File: src/rtl/fft_pkg.sv
// Shared types and fixed-point helpers for the streaming SDF FFT stages.
// Helpers work on a wide signed accumulator; callers narrow the result.
package fft_pkg;

    localparam int FFT_DATA_W     = 8;
    localparam int ACC_W          = 48;
    localparam int TW_MODE_BYPASS = 0;
    localparam int TW_MODE_MUL    = 1;

    typedef struct packed {
        logic signed [FFT_DATA_W-1:0] re;
        logic signed [FFT_DATA_W-1:0] im;
    } cplx_t;

    typedef logic signed [ACC_W-1:0] acc_t;

    // Clamp x to the signed range of a w-bit value.
    function automatic acc_t sat(input acc_t x, input int w);
        acc_t hi, lo;
        hi = (acc_t'(1) <<< (w - 1)) - acc_t'(1);
        lo = -(acc_t'(1) <<< (w - 1));
        if (x > hi) return hi;
        if (x < lo) return lo;
        return x;
    endfunction

    // Round half up, then drop sh fractional bits.
    function automatic acc_t round(input acc_t x, input int sh);
        return (x + (acc_t'(1) <<< (sh - 1))) >>> sh;
    endfunction

endpackage

File: src/rtl/cplx_mul_rnd.sv
// Combinational complex multiply by a Q1.(TW_W-1) twiddle with
// round-half-up and saturation back to DATA_W.
module cplx_mul_rnd
    import fft_pkg::*;
#(
    parameter int DATA_W = 8,
    parameter int TW_W   = 8
) (
    input  logic signed [DATA_W-1:0] a_re,
    input  logic signed [DATA_W-1:0] a_im,
    input  logic signed [TW_W-1:0]   w_re,
    input  logic signed [TW_W-1:0]   w_im,
    output logic signed [DATA_W-1:0] p_re,
    output logic signed [DATA_W-1:0] p_im
);

    acc_t pr, pi;

    always_comb begin
        pr   = acc_t'(a_re) * acc_t'(w_re) - acc_t'(a_im) * acc_t'(w_im);
        pi   = acc_t'(a_re) * acc_t'(w_im) + acc_t'(a_im) * acc_t'(w_re);
        p_re = DATA_W'(sat(round(pr, TW_W - 1), DATA_W));
        p_im = DATA_W'(sat(round(pi, TW_W - 1), DATA_W));
    end

endmodule

File: src/rtl/r2sdf_stage.sv
// One radix-2 single-path delay-feedback FFT stage: butterfly against a
// DELAY-deep feedback line, twiddle on the difference branch, registered output.
module r2sdf_stage
    import fft_pkg::*;
#(
    parameter  int DATA_W  = 8,
    parameter  int DELAY   = 4,
    parameter  int TW_W    = 8,
    parameter  int TW_MODE = 1,
    parameter  int SCALE   = 1,
    localparam int IW      = (DELAY > 1) ? $clog2(DELAY) : 1
) (
    input  logic                   clk,
    input  logic                   rst,
    input  logic                   in_valid,
    input  logic [2*DATA_W-1:0]    in_data,
    output logic [IW-1:0]          tw_idx,
    input  logic signed [TW_W-1:0] tw_re,
    input  logic signed [TW_W-1:0] tw_im,
    output logic                   out_valid,
    output logic [2*DATA_W-1:0]    out_data
);

    localparam int CW = $clog2(2 * DELAY);

    typedef struct packed {
        logic signed [DATA_W-1:0] re;
        logic signed [DATA_W-1:0] im;
    } smp_t;

    logic [CW-1:0] cnt;
    logic          primed;
    logic          bfly;
    smp_t          dly [DELAY];
    smp_t          head, din, sum, dif, twd, emit, push;

    // Butterfly result narrowing: halve, or saturate when unscaled.
    function automatic logic signed [DATA_W-1:0] s_fn(input acc_t x);
        if (SCALE != 0) return DATA_W'(x >>> 1);
        return DATA_W'(sat(x, DATA_W));
    endfunction

    assign din  = smp_t'(in_data);
    assign head = dly[DELAY-1];
    assign bfly = cnt[CW-1];

    generate
        if (DELAY > 1) begin : g_idx
            assign tw_idx = cnt[IW-1:0];
        end else begin : g_idx1
            assign tw_idx = '0;
        end
    endgenerate

    cplx_mul_rnd #(.DATA_W(DATA_W), .TW_W(TW_W)) u_mul (
        .a_re (head.re),
        .a_im (head.im),
        .w_re (tw_re),
        .w_im (tw_im),
        .p_re (twd.re),
        .p_im (twd.im)
    );

    always_comb begin
        sum.re = s_fn(acc_t'(head.re) + acc_t'(din.re));
        sum.im = s_fn(acc_t'(head.im) + acc_t'(din.im));
        dif.re = s_fn(acc_t'(head.re) - acc_t'(din.re));
        dif.im = s_fn(acc_t'(head.im) - acc_t'(din.im));
        push   = bfly ? dif : din;
        if (bfly)                     emit = sum;
        else if (TW_MODE == TW_MODE_MUL) emit = twd;
        else                          emit = head;
    end

    always_ff @(posedge clk) begin
        if (rst) begin
            cnt       <= '0;
            primed    <= 1'b0;
            out_valid <= 1'b0;
            out_data  <= '0;
            for (int i = 0; i < DELAY; i++) dly[i] <= '0;
        end else if (in_valid) begin
            cnt <= cnt + CW'(1);
            if (&cnt) primed <= 1'b1;
            dly[0] <= push;
            for (int i = 1; i < DELAY; i++) dly[i] <= dly[i-1];
            // Fill-phase outputs of the very first frame are just buffer zeros.
            out_valid <= primed | bfly;
            if (primed | bfly) out_data <= emit;
        end else begin
            out_valid <= 1'b0;
        end
    end

endmodule

File: config.mk
export PLATFORM = sky130hd
export DESIGN_NAME = r2sdf_stage
export DESIGN_NICKNAME = d
export VERILOG_FILES = /design/src/rtl/fft_pkg.sv /design/src/rtl/cplx_mul_rnd.sv /design/src/rtl/r2sdf_stage.sv
export SDC_FILE = /design/constraint.sdc
export NUM_CORES = 1
export LEC_CHECK = 0
export ABC_AREA = 1
export CORE_MARGIN = 8
export CORE_UTILIZATION = 68
export DETAILED_ROUTE_END_ITERATION = 10
export PLACE_DENSITY = 0.87
export SETUP_SLACK_MARGIN = 0.2
export SLEW_MARGIN = 25
export SYNTH_ARGS = -nofsm -noshare
export SYNTH_HDL_FRONTEND = slang
export SYNTH_HIERARCHICAL = 1
export SYNTH_SLANG_ARGS = --single-unit
File: constraint.sdc
create_clock -name clk -period 16.36 [get_ports clk]
set_input_delay 4.908 -clock clk [delete_from_list [all_inputs] [get_ports clk]]
set_output_delay 4.908 -clock clk [all_outputs]
set_load 0.02 [all_outputs]
# == Word level (Yosys, flattened, before mapping) ==
# Memory sizes are Yosys's and may differ from the RTL's.
# Cells that the tools add are included.
# classes
n_mul,4
mux,25
bitwise,6
magnitude_cmp,4
n_reduce_logical,3
addsub,9
# ops
operator,n
"adder 48 x 8 -> 48 bit, second input constant",2
2-to-1 mux 16 bit,6
"greater-than comparator 41 x 8 -> 1 bit, second input constant",2
"< comparator 41 x 8 -> 1 bit, second input constant",2
multiplier 8 x 8 -> 16 bit,4
2-to-1 mux 8 bit,8
adder 48 bit,1
subtractor 48 bit,1
adder 8 x 8 -> 9 bit,2
subtractor 8 x 8 -> 9 bit,2
2-to-1 mux 1 bit,11
OR 1 bit,5
AND reduction 4 bit,1
"adder 3 x 1 -> 3 bit, second input constant",1
AND reduction 2 bit,1
OR reduction 2 bit,1
inverter 1 bit,1
# totals
ram_bits,64
ff_bits,21
out_inout_bits,19
elab_cells,56
memories,1
# mem_list
memory,words,word_bits,rd,rd_clocked_by_memory_dff,write_ports,line,source
dly,4,16,4,0,4,r2sdf_stage.sv:34,smp_t dly [DELAY];

# == Logic depth before layout (Yosys ltp) ==
# An unclocked memory read counts as a cell.
# logic_depth
ltp_word,10
ltp_mapped,42
mapped_depth_nobuf,40

# == By module ==
# Netlist, hierarchy kept.
# by_module_without_submodules
mod,n_inst,seq_area_each_um2,area_each_um2,cells_per_inst
cplx_mul_rnd,1,0.0,12221.7,1645
r2sdf_stage,1,2342.2,4983.5,612

# == Worst setup path before layout ==
# No wires, ideal clock.
# synth_timing
path_kind,input -> register
start,in tw_re[2]
end,reg out_data[12]
path_buffers,2
arrival_ps,11278
path_stages,36
slack_ps,5013
required_ps,16290
setup_time_ps,70
cell_sequence,clkbuf_1 > clkbuf_1 > nand2_1 > fa_1 > inv_1 > fa_1 > inv_1 > fa_1 > fa_1 > inv_1 > ha_1 > nand2_1 > nor3_1 > nand3_1 > o2111ai_1 > xnor2_1 > inv_1 > ha_1 > ha_1 > nand2_1 > inv_1 > a21oi_1 > nand3_1 > ha_1 > a21oi_1 > xor2_1 > nand3_1 > nor2_1 > nand3_1 > o21ai_4 > nand2_1 > nand2_1 > nor2_1 > nor2_1 > nand2_1 > a21oi_1
# synth_lines
item,line,source
from (decl),r2sdf_stage.sv:18,"input logic signed [TW_W-1:0] tw_re,"
to (signal assigned),r2sdf_stage.sv:89,if (primed | bfly) out_data <= emit;
to (decl),r2sdf_stage.sv:21,output logic [2*DATA_W-1:0] out_data

==> results by group <==
Floorplan
  • Die height: about 180 microns
  • Die Span X: 175 microns
  • Initial Utilization: 68.7%
  • Core area: 0.0250 sq mm
  • Ports placed on the boundary: 54
  • Row count: 58
  • Full die area: 0.0306 sq mm

Yosys
  • Number of enable flip-flop cells after synthesis: 64
  • Post-Syn Area: 0.0172 sq mm
  • Synth Warn #: 6
  • Cell variety after synth: 45
  • Mean post-synth cell area: 7.62 sq um
  • Yosys reg bits: 85
  • Post-Syn Nets: roughly 2.7k
  • Mapped Cells: 2,257
  • Async SR Flop Fraction: 0%
  • Sequential cell area fraction in the yosys report: 13.6%
  • Prevailing post-synth register cell: edfxtp_1

Clock network
  • CTS tree: yes
  • CTS H-Tree Depth: 3
  • Root Driver: clkbuf_16
  • Hold buffer count at cts: 0
  • CTS Buffer Depth: 2
  • Worst skew pair latency: ~0.34 ns
  • Clock Sink Count: 85
  • Cells resized by post-CTS repair: 0
  • CTS buffer count: 9
  • Reg clk slew, reported paths: approximately 0.060 ns
  • Setup bufs post-CTS: 0

Finish
  • Non-filler cells, final: 2,588
  • Fillers: 1,840
  • Layout cells sized above 1: 3.59%
  • Nets: 2,718
  • Synth-to-layout area growth: 5.76%

Timing
  • Hold Violations, Final: 0
  • Max Slew Vio Count: 0
  • Minimum clock period: 12.25 ns
  • Actual slew at the worst max-slew pin: 1.07 ns
  • Fin crit share: 74.9%
  • RSZ-0062 raised after global routing: false
  • Relative slew slack: 28.9%
  • Worst hold margin: 0.475 ns
  • Setup violations, final: 0
  • Max Fclk: 81.6 MHz
  • Setup TNS: 0 ns
  • Clk_skew: 0.00509 ns

GRT
  • Largest net degree at the start of global routing: 65
  • First-pass GRT wire length: 68.1 mm
  • Overflow after GRT: 0
  • Vias in the first global route: 14.7k
  • Initial antenna violation count: 4
  • GRT Resource Usage Total: 27.2%

Status
  • Status: finished, final reports clean

Critical path
  • Critical path arrival: 12.51 ns
  • Most frequent CP cell: a21oi_1
  • Crit-path slowest cell: fa_1
  • Worst-path fanout max: 16
  • Worst-case reg-to-reg path depth: 34
  • Startpoint types: input port
  • Crit path kind: in2reg
  • Critical Path Sink Type: register
  • Critical Path RT: 16.62 ns
  • Slowest Stage Delay on Critical Path: roughly 0.54 ns

Routing
  • Drt first pass iters: 9
  • Antenna Nets Post-Route: 0
  • DRT iter0 DRCs: 1,183
  • Final wirelength: just over 40 mm
  • Via/cell ratio: 5.41
  • Wirelength per Cell: 15.7 microns
  • Vias: 14.0k
  • # DRC: 0

Min path
  • Worst Hold Class: reg2reg
  • Hold path depth: 2

Place
  • Dpl cells: 2,570
  • Post-detail-place hpwl: 33.2 mm
  • PortBufs: 53
  • Routability cong.: between 0.9 and 1

Flow run
  • Total of max-cap violations: 0
## stage by stage
stage	setup WS (ns)	utilization [%]	cell area (sq um)
after global routing	3.60	72.7	18200
after detailed placement	3.90	71.4	17900
after CTS	4.22	72.6	18200
after floorplan	5.01	-	17200
after global placement	4.13	71.4	17900
final	4.11	72.7	18200
## layout make-up
type	count	area [sq um]	area share [%]
clock buffers	9	225	1.24
multi-input cells	1428	12000	66.1
well taps	330	413	2.27
inverters	665	2500	13.7
repair buffers	62	598	3.29
diodes	2	5.00	0.0275
clock inverters	7	82.6	0.454
flip-flops and latches	85	2340	12.9
## metal layers
metal / global-route usage, % / wire length, microns / part of all wire, % / up-vias
li1: - / - / - / 6581
met1: 33.0 / 15900 / 39 / 6703
met2: 47.0 / 20100 / 49 / 578
met3: 5.66 / 3200 / 7.8 / 134
met4: 10.5 / 1450 / 3.6 / 6
met5: 0 / 36 / 0.088 / -
## cell usage in the layout (no fill, tap or decap), types with 41 or more instances in the layout
cell | synthesis | layout
nand3_1 | 51 | 51
clkdlybuf4s50_1 | 0 | 53
fa_1 | 263 | 263
xor2_1 | 41 | 41
nand2_1 | 486 | 485
inv_1 | 650 | 650
ha_1 | 169 | 169
edfxtp_1 | 64 | 64
nor2_1 | 147 | 147
a21oi_1 | 99 | 99
## worst max-delay path, delay by kind of cell
family | cells | cell delay [ns]
buf+inv | 4 | 0.96
compound gates | 10 | 1.80
xor+xnor | 2 | 0.41
simple gates | 10 | 1.16
fa+ha+maj | 8 | 3.26
## cells by family (layout without fill, tap and decap cells)
group	count (synthesis)	count (layout)	synth area share (%)
and+or+nand+nor	742	742	17.5
buffers and inverters	744	743	16.5
AOI/OAI and AO/OA	190	190	6.21
adders and majority gates	432	432	42.9
other	0	2	0
DFF	85	85	13.6
xor gates and xnor gates	64	64	3.26
## flip-flops by register name, summed over array words and instances, names as in the netlist
register,flops
cnt,3
dly,64
out_data,16
out_valid,1
primed,1
## cell usage after synthesis (all sizes together), types with 2 or more instances
cell type  count  share of area [%]
inv          664                 14
nand2        500                 11
fa           263                 31
ha           169                 12
nor2         150                3.3
a21oi        107                3.3
edfxtp        64                 11
o21ai         59                1.9
clkbuf        57                1.2
nand3         54                1.7
xor2          41                2.1
xnor2         23                1.2
buf           22               0.76
dfxtp         21                2.4
nor3          11               0.32
or2            9               0.33
o21bai         7               0.31
nand4          6               0.22
a31oi          4               0.15
and2           4               0.16
nand3b         4               0.17
nor4           4               0.15
o2111ai        4               0.20
a21o           2              0.087
o21a           2              0.087
## worst paths after layout
| path | from | to | slack [ns] |
|---|---|---|---|
| max | tw_re[7] | out_data[12] | 4.11 |
| max reg2reg | dly[3][14] | out_data[12] | 8.64 |
| min | out_data[14] | out_data[14] | 0.47 |
| min reg2reg | out_data[14] | out_data[14] | 0.47 |
Power is left out: the tool's default activity adds up to more than one toggle a clock period on the data nets, which glitch-free logic cannot reach.
